## src/rtl/fpga_cfg_pkg.sv

```systemverilog
// Shared types and width helpers for the configuration-chain sequencer.
package fpga_cfg_pkg;

    // Sequencer states; the encoding is visible on the debug state port.
    typedef enum logic [1:0] {
        IDLE   = 2'd0,
        SHIFT  = 2'd1,
        UPDATE = 2'd2,
        DONE   = 2'd3
    } cfg_state_e;

    // Width of the shifted-bit counter: enough to hold 0..chain_len-1.
    function automatic int bit_cnt_width(input int chain_len);
        return (chain_len < 2) ? 1 : $clog2(chain_len);
    endfunction

    // Width of the pace counter: at least one bit even when pace is 1.
    function automatic int pace_cnt_width(input int pace);
        return (pace < 2) ? 1 : $clog2(pace);
    endfunction

endpackage

```

## src/rtl/fpga_cfg_pacer.sv

```systemverilog
// Bit-rate pacer: while run is high it counts 0..PACE-1 and raises tick on the
// last count, giving exactly one tick per PACE cycles. Idle means count 0, so
// a new run always starts a full period.
module fpga_cfg_pacer
    import fpga_cfg_pkg::*;
#(
    parameter int PACE = 1
) (
    input  logic clk,
    input  logic rst,
    input  logic run,
    output logic tick
);

    localparam int            CNT_W = pace_cnt_width(PACE);
    localparam logic [CNT_W-1:0] LAST = CNT_W'(PACE - 1);

    logic [CNT_W-1:0] pace_cnt;

    // Count while running, wrap at the terminal value, hold at 0 otherwise.
    always_ff @(posedge clk or posedge rst) begin
        if (rst) begin
            pace_cnt <= '0;
        end else if (!run || pace_cnt == LAST) begin
            pace_cnt <= '0;
        end else begin
            pace_cnt <= pace_cnt + 1'b1;
        end
    end

    assign tick = run && (pace_cnt == LAST);

endmodule

```

## src/rtl/fpga_cfg_chain_ctrl.sv

```systemverilog
// Configuration-chain sequencer. Accepts a parallel word over valid/ready,
// shifts it MSB-first into an external flop chain (one bit per PACE cycles),
// captures the bits falling out of the chain tail as readback, then pulses
// the shadow-bank update enable and reports completion.
//
// Handshake: a word transfers on any rising edge where cfg_valid_i and
// cfg_ready_o are both high; cfg_ready_o is high exactly in IDLE and depends
// only on registered state, so the sender may hold valid (and data) as long
// as it likes and no word is ever queued while ready is low.
module fpga_cfg_chain_ctrl
    import fpga_cfg_pkg::*;
#(
    parameter int CHAIN_LEN = 16,
    parameter int PACE      = 1
) (
    input  logic                 clk_i,
    input  logic                 reset_i,
    input  logic                 cfg_valid_i,
    input  logic [CHAIN_LEN-1:0] cfg_data_i,
    output logic                 cfg_ready_o,
    input  logic                 abort_i,
    output logic                 shift_en_o,
    output logic                 shift_d_o,
    input  logic                 shift_q_i,
    output logic                 update_en_o,
    output logic                 busy_o,
    output logic                 done_o,
    output logic                 aborted_o,
    output logic [CHAIN_LEN-1:0] rdback_o,
    output cfg_state_e           state_o
);

    localparam int               BIT_W    = bit_cnt_width(CHAIN_LEN);
    localparam logic [BIT_W-1:0] LAST_BIT = BIT_W'(CHAIN_LEN - 1);

    cfg_state_e           state;
    logic [CHAIN_LEN-1:0] dreg;
    logic [CHAIN_LEN-1:0] creg;
    logic [CHAIN_LEN-1:0] rdback;
    logic [BIT_W-1:0]     bit_cnt;
    logic                 aborted_q;
    logic                 tick;

    fpga_cfg_pacer #(
        .PACE (PACE)
    ) u_pacer (
        .clk  (clk_i),
        .rst  (reset_i),
        .run  (state == SHIFT),
        .tick (tick)
    );

    // Sequencer: accept, shift one bit per tick, update, report.
    always_ff @(posedge clk_i or posedge reset_i) begin
        if (reset_i) begin
            state     <= IDLE;
            dreg      <= '0;
            creg      <= '0;
            rdback    <= '0;
            bit_cnt   <= '0;
            aborted_q <= 1'b0;
        end else begin
            aborted_q <= 1'b0;
            case (state)
                IDLE: begin
                    if (cfg_valid_i) begin
                        dreg    <= cfg_data_i;
                        bit_cnt <= '0;
                        state   <= SHIFT;
                    end
                end
                SHIFT: begin
                    if (tick) begin
                        dreg <= {dreg[CHAIN_LEN-2:0], 1'b0};
                        creg <= {creg[CHAIN_LEN-2:0], shift_q_i};
                        if (bit_cnt == LAST_BIT) begin
                            state <= UPDATE;
                        end else begin
                            bit_cnt <= bit_cnt + 1'b1;
                        end
                    end
                    // An abort still lets a coincident shift happen, but
                    // never reaches UPDATE, so the shadow bank stays intact.
                    if (abort_i) begin
                        state     <= IDLE;
                        aborted_q <= 1'b1;
                    end
                end
                UPDATE: begin
                    rdback <= creg;
                    state  <= DONE;
                end
                DONE: begin
                    state <= IDLE;
                end
                default: begin
                    state <= IDLE;
                end
            endcase
        end
    end

    assign cfg_ready_o = (state == IDLE);
    assign busy_o      = (state != IDLE);
    assign shift_en_o  = tick;
    assign shift_d_o   = (state == SHIFT) && dreg[CHAIN_LEN-1];
    assign update_en_o = (state == UPDATE);
    assign done_o      = (state == DONE);
    assign aborted_o   = aborted_q;
    assign rdback_o    = rdback;
    assign state_o     = state;

endmodule

```

## config.mk

```make
export PLATFORM = sky130hd
export DESIGN_NAME = fpga_cfg_chain_ctrl
export DESIGN_NICKNAME = d
export VERILOG_FILES = /design/src/rtl/fpga_cfg_pkg.sv /design/src/rtl/fpga_cfg_pacer.sv /design/src/rtl/fpga_cfg_chain_ctrl.sv
export SDC_FILE = /design/constraint.sdc
export NUM_CORES = 1
export LEC_CHECK = 0
export BUFFER_PORTS_ARGS = -buffer_cell sky130_fd_sc_hd__buf_2
export CORE_MARGIN = 2
export CORE_UTILIZATION = 35
export DETAILED_ROUTE_END_ITERATION = 7
export GPL_TIMING_DRIVEN = 0
export HOLD_SLACK_MARGIN = 0.1
export PLACE_DENSITY = 0.59
export SLEW_MARGIN = 10
export SYNTH_ARGS = -nofsm -noshare
export SYNTH_HDL_FRONTEND = slang
export SYNTH_SLANG_ARGS = --single-unit
export TNS_END_PERCENT = 100
```

## constraint.sdc

```tcl
create_clock -name clk_i -period 2.4 [get_ports clk_i]
set_input_delay 0.48 -clock clk_i [delete_from_list [all_inputs] [get_ports clk_i]]
set_output_delay 0.48 -clock clk_i [all_outputs]
set_load 0.01 [all_outputs]
```

==> results by group, run 1 <==
STA
  • Headroom to the max-slew limit: about 57%
  • Tcrit/Tclk final: between 90% and 100%
  • Setup tns final: 0 ns
  • Tightest Pin Transition: between 0.6 and 0.7 ns
  • Hold Vio Cnt, Final: 0
  • Post-layout min period: about 2.3 ns
  • Setup violations, final: 0
  • Peak Freq: between 400 and 500 MHz
  • Clock Skews: roughly 0.0035 ns
  • RSZ-0062 raised after global routing: no
  • Final Slew Violations: 0

Power and ir drop
  • P_sw: between 700 and 800 µW
  • Net Sw Frac: approximately 28%
  • Leakage: roughly 0.0015 µW
  • Max IR drop VDD: around 430 µV
  • P per Cell Area: about 900 nW/µm²
  • Clk pwr share: 24.0%
  • Seq pwr share: between 50% and 60%
  • Internal: 1820 µW
  • Combinational Power Share: roughly 22%

Setup path
  • Max stage delay on crit path: about 0.48 ns
  • Critical Path AT: 1.78 ns
  • Most common cell on crit path: buf_2
  • Critical path fanouts, max: 10
  • Flop2flop setup slack: ~0.8 ns
  • Crit. End Element: primary output
  • CP Cell Sequence: and2b_1 -> buf_2 -> buf_2 -> and2_1 -> buf_2
  • WS Path Type: flip-flop to primary output
  • Slowest cell on crit path: dfrtp_1
  • Startpoint types: flip-flop
  • WP data required: 1.92 ns

Die
  • Initial Utilization: between 30 and 40%
  • Row Count: 30
  • Ports: 46
  • Chip height: about 86 µm
  • Die X: slightly below 90 µm
  • Core area: 6680 µm²
  • Die area: about 7500 µm²

Synth
  • Sequential cell area fraction in the yosys report: about three fifths
  • Top_reg_cell synth: dfrtp_1
  • Syn_nets: approximately 220
  • Post-Syn Area: around 2400 µm²
  • Seq cells post-synth: 56
  • Synth warn: 0
  • Synth unique cells: 27
  • Post-synth EDFFs: 0
  • Ys async rst share: 100%
  • Post-Syn Instances: approximately 200
  • Syn Area/Cell: about 12 µm²

Clock network
  • Clock root buffer: clkbuf_8
  • CTS tree: built
  • Clock tree sinks: 56
  • Post-CTS setup repair buffer count: 0
  • Post-cts sizing count: 0
  • Clock buffer depth: 2
  • Clock slew at reported path FFs: approximately 0.09 ns
  • Clk_lat worst skew: 0.30 ns
  • Post-CTS Hold Fix Bufs: 0
  • H-tree Lvls: 2
  • Num CTS Buffers: 5

GRT
  • Initial antenna violation count: 0
  • Gr usage total: 12.8%
  • Largest net degree at the start of global routing: 30
  • Vias in the first global route: between 1500 and 2000
  • First-pass GRT wire length: between 7000 and 8000 µm
  • GRT overflow: 0

Routing
  • Routed Antenna Nets: 0
  • Via density: 4.88
  • # DRC: 0
  • Drt initial violations: 63
  • 1st-pass router iterations: 4
  • Post-DR wirelength/cell: between 10 and 15 µm
  • Vias after detailed routing: between 1500 and 2000
  • Total Wirelength: ~4500 µm

Cells and area
  • Commonest non-fill, non-tap cells in the layout: dfrtp_1 (56), buf_2 (51), nand2_1 (32)
  • Inserted Diodes: 0
  • Multi-input combinational cell area: just under 900 µm²
  • Final Cell Area: 2830 µm²
  • Final net count: 270
  • Proportion of layout cells with a drive suffix above 1: between 30% and 40%
  • Commonest non-fill, non-tap cell in the layout: dfrtp_1
  • FF/Latch Area: around 1400 µm²
  • Area growth syn-to-layout: 19.1%
  • Fillcell total: 661
  • Post-Layout Cell Count: approximately 330

Run
  • Max cap viols: 0

Worst hold path
  • HP Class: input pin to asynchronous set/reset pin

Placement
  • Port Buf Inserts: 45
  • Final HPWL DP: 3130 µm
  • GP Congestion: just over 0.7
  • Placed Cells: about 320
  • DP Area: roughly 2700 µm²

Outcome
  • Run status: finished clean
[power groups by stage]
stage | Clock (µW) | Sequential (µW) | Combinational [µW]
after floorplan | 0 | 1330 | 457
after global placement | 0 | 1380 | 552
after detailed placement | 0 | 1380 | 575
after CTS | 631 | 1370 | 577
after global routing | 672 | 1400 | 637
final | 608 | 1360 | 565
[stage by stage]
| stage | util [%] | worst slack [ns] | total power [µW] | hold WS (ns) |
|---|---|---|---|---|
| 3_5_place_dp | 40.7 | 0.461 | 1960 | 0.487 |
| 3_3_place_gp | 40.4 | -0.222 | 1930 | 0.485 |
| 4_1_cts | 42.4 | 0.120 | 2570 | 0.272 |
| 6_report | 42.4 | 0.143 | 2540 | 0.257 |
| 5_1_grt | 42.4 | 0.00279 | 2710 | 0.278 |
| 2_1_floorplan | - | 0.549 | 1790 | 0.477 |
[area by class of cell]
class	count	share of cell area, %
clock inverters	2	1.24
repair buffers	46	8.66
multi-input cells	125	31.4
inverters	4	0.531
well taps	80	3.54
plain buffers	10	2.52
clock buffers	6	2.56
flip-flops and latches	56	49.5
[kinds of logic after synthesis]
group	after synthesis	synth area share, %
adders and majority gates	1	0.526
muxes	33	17.1
other	1	0.158
buffers and inverters	14	3.63
AOI/OAI and AO/OA	27	7.74
DFF	56	58.9
and+or+nand+nor	63	11.9
[metal layers]
metal  share of wire [%]  routed length [µm]  vias up  track usage (%)
met5                   0                   0        -                0
met4                0.35                  16        0             2.98
met2                  47                2120       32             19.0
li1                    -                   -      770                -
met3                 5.6                 255        2             4.00
met1                  47                2160      801             18.3
[synth_stat cells, drive strengths merged (2+ instances only)]
master	count	area share, %
inv	4	0.63
and3	3	0.79
nor2	18	3.5
a221oi	2	0.74
nand2b	4	1.1
mux2	33	17
a31oi	15	3.9
nand3	2	0.42
o21ai	3	0.63
a21oi	4	1.3
and2	3	0.79
dfrtp	56	59
nand2	32	5.1
buf	10	3.0
[final timing paths]
path | start | to | cells after the start
setup / recovery | flip-flop | shift_d_o | 5
hold / removal | reset_i | rdback_o[0]$_DFFE_PP0P_ | 2
setup reg to reg | flip-flop | creg[13]$_DFFE_PP0P_ | 5
hold reg to reg | rdback_o[10]$_DFFE_PP0P_ | rdback_o[10]$_DFFE_PP0P_ | 1
max in group asynchronous | reset_i | creg[13]$_DFFE_PP0P_ | 3
min in group clk_i | abort_i | flip-flop | 2
[flip-flops by register name, indices dropped and copies added (netlist names), named ones only]
register,cells
rdback_o,16
state_o,1
bit_cnt,4
creg,16
dreg,16
aborted_o,1
u_pacer.pace_cnt,1
[worst max-delay path: cells and delay by family, from the launching register on]
| kind | cells | cell delay [ns] |
|---|---|---|
| buffers and inverters | 3 | 0.60 |
| flip-flops | 1 | 0.48 |
| AND/OR/NAND/NOR | 2 | 0.39 |
Power figures use the tool's default switching activity.
==> inputs of run 2 (changes only) <==
PLACE_DENSITY = 0.61   (was 0.59)
==> run 2 against run 1 <==
Compared with the run above: clock power fell by 12%; final cell count did not move; worst setup slack improved by 0.037 ns; global-route usage fell by 0.30 points; combinational power fell by 0.7%; critical path depth did not move; highest routed layer unchanged; count of clock-buffer cells in the layout did not move; largest power group unchanged.
==> results by group, run 2 (synthesis results as in run 1) <==
Outcome
  • Run status: finished clean

Power and ir drop
  • Leakage: about 0.0014 µW
  • Combinational Power Share: 22.8%
  • Pwr Total: 2460 µW
  • Clk pwr share: 21.8%
  • Seq pwr share: a little under three fifths
  • Net Sw Frac: between 20 and 30%
  • Internal: about 1700 µW
  • P_sw: 715 µW
  • P per Cell Area: between 800 and 900 nW/µm²
  • Max IR drop VDD: 389 µV

Setup path
  • Flop2flop setup slack: 0.81 ns
  • Startpoint types: flip-flop
  • WP data required: ~1.9 ns
  • Critical Path AT: 1.74 ns
  • Critical path fanouts, max: 10
  • WS Path Type: flip-flop to primary output
  • Crit. End Element: primary output

Routing
  • # DRC: 0
  • Total Wirelength: 4350 µm
  • Drt initial violations: 50
  • Routed Antenna Nets: 0
  • Via density: around 4.8
  • 1st-pass router iterations: 4
  • Vias after detailed routing: about 1600
  • Post-DR wirelength/cell: 13.2 µm

Cells and area
  • Post-Layout Cell Count: 329
  • Final Cell Area: around 2800 µm²
  • Proportion of layout cells with a drive suffix above 1: between 40 and 50%
  • Inserted Diodes: 0
  • Commonest non-fill, non-tap cell in the layout: dfrtp_1
  • Final net count: 270
  • Commonest non-fill, non-tap cells in the layout: dfrtp_1 (56), buf_2 (51), nand2_1 (32)
  • Area growth syn-to-layout: 18.6%

GRT
  • Vias in the first global route: 1516
  • Gr usage total: 12.5%
  • Grt met3 use: 3.43%
  • Largest net degree at the start of global routing: 32
  • First-pass GRT wire length: around 7300 µm
  • Initial antenna violation count: 0
  • Met1 Use GR: between 15 and 20%
  • GRT overflow: 0
  • GR Layer Usage met2: 19.2%
  • Most Crowded Layer GR: met2

STA
  • Final hold slack: 0.223 ns
  • Hold Vio Cnt, Final: 0
  • Post-layout min period: 2.22 ns
  • Headroom to the max-slew limit: between 60% and 70%
  • Clock Skews: a little over 0.008 ns
  • Tightest Pin Transition: roughly 0.56 ns
  • Setup violations, final: 0
  • Peak Freq: roughly 450 MHz
  • Tcrit/Tclk final: between 90% and 100%
  • Final Slew Violations: 0
  • RSZ-0062 raised after global routing: no

Clock network
  • Post-cts sizing count: 0
  • H-tree Lvls: 2
  • Clock root buffer: clkbuf_8
  • Num CTS Buffers: 5
  • Clock buffer depth: 2
  • Clock tree sinks: 56
  • Post-CTS Hold Fix Bufs: 0
  • Post-CTS setup repair buffer count: 0
  • Clock slew at reported path FFs: roughly 0.1 ns
  • CTS tree: built
  • Clk_lat worst skew: around 0.30 ns

Placement
  • Placed Cells: 321
  • DP Area: roughly 2700 µm²
  • Final HPWL DP: approximately 3100 µm
  • Port Buf Inserts: 45
  • GP Congestion: between 0.7 and 0.8

Die
  • Chip height: roughly 86 µm
  • Row Count: 30
  • Ports: 46
  • Core area: ~6700 µm²
  • Initial Utilization: ~36%
  • Die area: 7470 µm²
  • Die X: 86.4 µm

Worst hold path
  • HP Class: input pin to asynchronous set/reset pin

Run
  • Max cap viols: 0
[run 2: per-layer routing]
metal / up-vias / part of all wire, %
met5: - / 0
met4: 0 / 0.83
met3: 6 / 5.5
met2: 35 / 47
met1: 767 / 46
li1: 773 / -
[run 2: layout make-up]
type / instances / area, µm²
clock buffer: 6 / 82.6
timing repair buffer: 46 / 245
fill: 636 / 3860
buffer: 10 / 71.3
tap: 80 / 100
inverter: 4 / 15.0
multi-input combinational: 125 / 890
sequential: 56 / 1400
clock inverter: 2 / 13.8
[run 2: power groups by stage]
stage          clock network, µW  registers (µW)  logic (µW)
2_1_floorplan                  0            1330         457
3_3_place_gp                   0            1380         552
3_5_place_dp                   0            1380         571
4_1_cts                      561            1370         572
5_1_grt                      602            1400         630
6_report                     536            1360         561
[run 2: path summary, 6_finish.rpt]
kind / cells after the start / end / start
worst max-delay path: 5 / shift_d_o / flip-flop
worst min-delay path: 2 / creg[12]$_DFFE_PP0P_ / reset_i
worst max register to register: 5 / creg[9]$_DFFE_PP0P_ / flip-flop
worst min register to register: 1 / rdback_o[10]$_DFFE_PP0P_ / rdback_o[10]$_DFFE_PP0P_
max in group asynchronous: 3 / asynchronous set/reset pin / reset_i
min in group clk_i: 2 / creg[0]$_DFFE_PP0P_ / shift_q_i
[run 2: critical path, stage by stage, from the launching register on]
cell and delay [ns]:
dfrtp_1 0.48, and2b_1 0.24, buf_2 0.21, buf_2 0.24, and2_1 0.14, buf_2 0.12
[run 2: metrics by stage]
| step | setup slack (ns) | TNS, ns | utilization, % |
|---|---|---|---|
| final | 0.180 | 0 | 42.2 |
| after global placement | -0.247 | -13.71 | 40.4 |
| after detailed placement | 0.495 | 0 | 40.7 |
| after global routing | 0.0171 | 0 | 42.2 |
| after CTS | 0.140 | 0 | 42.2 |
| after floorplan | 0.549 | 0 | - |
==> inputs of run 3 (changes only) <==
==> constraint.sdc (replaced) <==
create_clock -name clk_i -period 2.4 [get_ports clk_i]
set_input_delay 0.12 -clock clk_i [delete_from_list [all_inputs] [get_ports clk_i]]
set_output_delay 0.12 -clock clk_i [all_outputs]
set_load 0.01 [all_outputs]
==> run 3 against run 2 <==
Compared with the run above: utilization increased by 2.8 points; maximum frequency increased by 20%; final cell count increased by 5.8%; sequential share of layout area decreased by 3.1 points; non-clock buffer count increased by 19; critical path depth unchanged; global-route usage increased by 0.30 points; count of clock-buffer cells in the layout unchanged; via count increased by 3.7%; worst setup slack improved by 0.36 ns; die area unchanged; sequential cell count unchanged; largest power group unchanged.
==> results by group, run 3 (synthesis results as in run 1) <==
Outcome
  • Run status: finished clean

Worst hold path
  • Hold Crit Depth: 3
  • HP Class: input pin to flip-flop

STA
  • Hold Vio Cnt, Final: 0
  • Setup tns final: 0 ns
  • Headroom to the max-slew limit: between 60% and 70%
  • Clock Skews: about 0.0060 ns
  • Tightest Pin Transition: between 0.5 and 0.6 ns
  • Post-layout min period: between 1.5 and 2 ns
  • Tcrit/Tclk final: roughly 77%
  • Peak Freq: 539 MHz
  • Setup violations, final: 0
  • RSZ-0062 raised after global routing: no
  • Final Slew Violations: 0
  • Final hold slack: 0.0989 ns

Placement
  • GP Congestion: ~0.76
  • Port Buf Inserts: 45
  • Final HPWL DP: between 3000 and 4000 µm

Clock network
  • Post-CTS setup repair buffer count: 0
  • Post-cts sizing count: 0
  • Clk_lat worst skew: approximately 0.30 ns
  • Clock root buffer: clkbuf_8
  • Clock tree sinks: 56
  • Clock buffer depth: 2
  • Num CTS Buffers: 5
  • Post-CTS Hold Fix Bufs: 19
  • H-tree Lvls: 2
  • CTS tree: built
  • Clock slew at reported path FFs: roughly 0.10 ns

Die
  • Chip height: ~86 µm
  • Initial Utilization: between 30 and 40%
  • Row Count: 30
  • Die area: roughly 7500 µm²
  • Ports: between 40 and 50
  • Die X: 86.4 µm
  • Core area: roughly 6700 µm²

Power and ir drop
  • Internal: about 1800 µW
  • Net Sw Frac: about 29%
  • Max IR drop VDD: 389 µV
  • Leakage: approximately 0.0015 µW
  • Combinational Power Share: around a quarter
  • Clk pwr share: between 20% and 30%
  • P_sw: 717 µW
  • Seq pwr share: approximately 55%
  • P per Cell Area: 825 nW/µm²

Cells and area
  • Final Util: between 40% and 50%
  • Fillcell total: ~620
  • Area growth syn-to-layout: 26.6%
  • Commonest non-fill, non-tap cell in the layout: dfrtp_1
  • Inserted Diodes: 0
  • Commonest non-fill, non-tap cells in the layout: dfrtp_1 (56), buf_2 (51), nand2_1 (32)
  • Proportion of layout cells with a drive suffix above 1: 37.3%
  • Final net count: 289

Setup path
  • Critical Path AT: 1.74 ns
  • Crit. End Element: primary output
  • Worst reg2reg path depth: 5
  • CP Capture Point: shift_d_o
  • RR Endpoint: creg[9]$_DFFE_PP0P_
  • Flop2flop setup slack: roughly 0.81 ns
  • WS Path Type: flip-flop to primary output
  • WP data required: between 2 and 2.5 ns
  • Critical path fanouts, max: 10
  • Startpoint types: flip-flop

Run
  • Max cap viols: 0

Routing
  • # DRC: 0
  • Drt initial violations: 62
  • Via density: 4.71
  • Post-DR wirelength/cell: 12.8 µm
  • Routed Antenna Nets: 0
  • Vias after detailed routing: ~1600
  • 1st-pass router iterations: 4
  • Total Wirelength: around 4400 µm

GRT
  • GRT overflow: 0
  • Vias in the first global route: 1582
  • First-pass GRT wire length: ~7600 µm
  • Largest net degree at the start of global routing: 32
  • Initial antenna violation count: 0
  • Gr usage total: 12.8%
-- run 3: critical path, stage by stage, from the launching register on --
cell and delay (ns):
dfrtp_1 0.48, and2b_1 0.24, buf_2 0.21, buf_2 0.24, and2_1 0.14, buf_2 0.12
-- run 3: worst min path at each step --
stage | startpoint | to | slack [ns]
finish | cfg_data_i[0] | dreg[0]$_DFFE_PP0P_ | 0.1
global route | cfg_data_i[0] | dreg[0]$_DFFE_PP0P_ | 0.14
CTS | cfg_data_i[0] | dreg[0]$_DFFE_PP0P_ | 0.10
detailed placement | reset_i | rdback_o[11]$_DFFE_PP0P_ | 0.21
global placement | shift_q_i | creg[0]$_DFFE_PP0P_ | 0.35
floorplan | abort_i | flip-flop | 0.22
-- run 3: final cells by class --
cell class	instances	area, µm²	share of cell area, %
Tap cell	80	100	3.33
Clock buffer	6	82.6	2.74
Buffer	10	71.3	2.37
Multi-Input combinational cell	125	890	29.6
Clock inverter	2	13.8	0.457
Sequential cell	56	1400	46.6
Inverter	4	15.0	0.499
Timing Repair Buffer	65	435	14.5
-- run 3: power groups by stage --
| stage | sequential (µW) | clock (µW) | combinational [µW] |
|---|---|---|---|
| floorplan | 1330 | 0 | 457 |
| global route | 1400 | 602 | 655 |
| global placement | 1380 | 0 | 552 |
| CTS | 1370 | 561 | 596 |
| finish | 1360 | 534 | 585 |
| detailed placement | 1380 | 0 | 571 |
-- run 3: per-layer routing --
metal / up-vias / track usage, % / part of all wire, %
met1: 789 / 17.7 / 48
met3: 6 / 3.24 / 4.8
met4: 0 / 3.84 / 0.81
li1: 812 / - / -
met5: - / 0 / 0
met2: 33 / 19.9 / 47
-- run 3: metrics by stage --
| stage | instance area [µm²] | worst slack [ns] | cells | total power [µW] |
|---|---|---|---|---|
| 6_report | 3010 | 0.545 | 348 | 2480 |
| 5_1_grt | 3010 | 0.377 | 348 | 2660 |
| 4_1_cts | 3010 | 0.500 | 348 | 2530 |
| 3_5_place_dp | 2720 | 0.809 | 321 | 1960 |
| 3_3_place_gp | 2700 | 0.113 | 320 | 1930 |
| 2_1_floorplan | 2380 | 0.880 | 195 | 1790 |
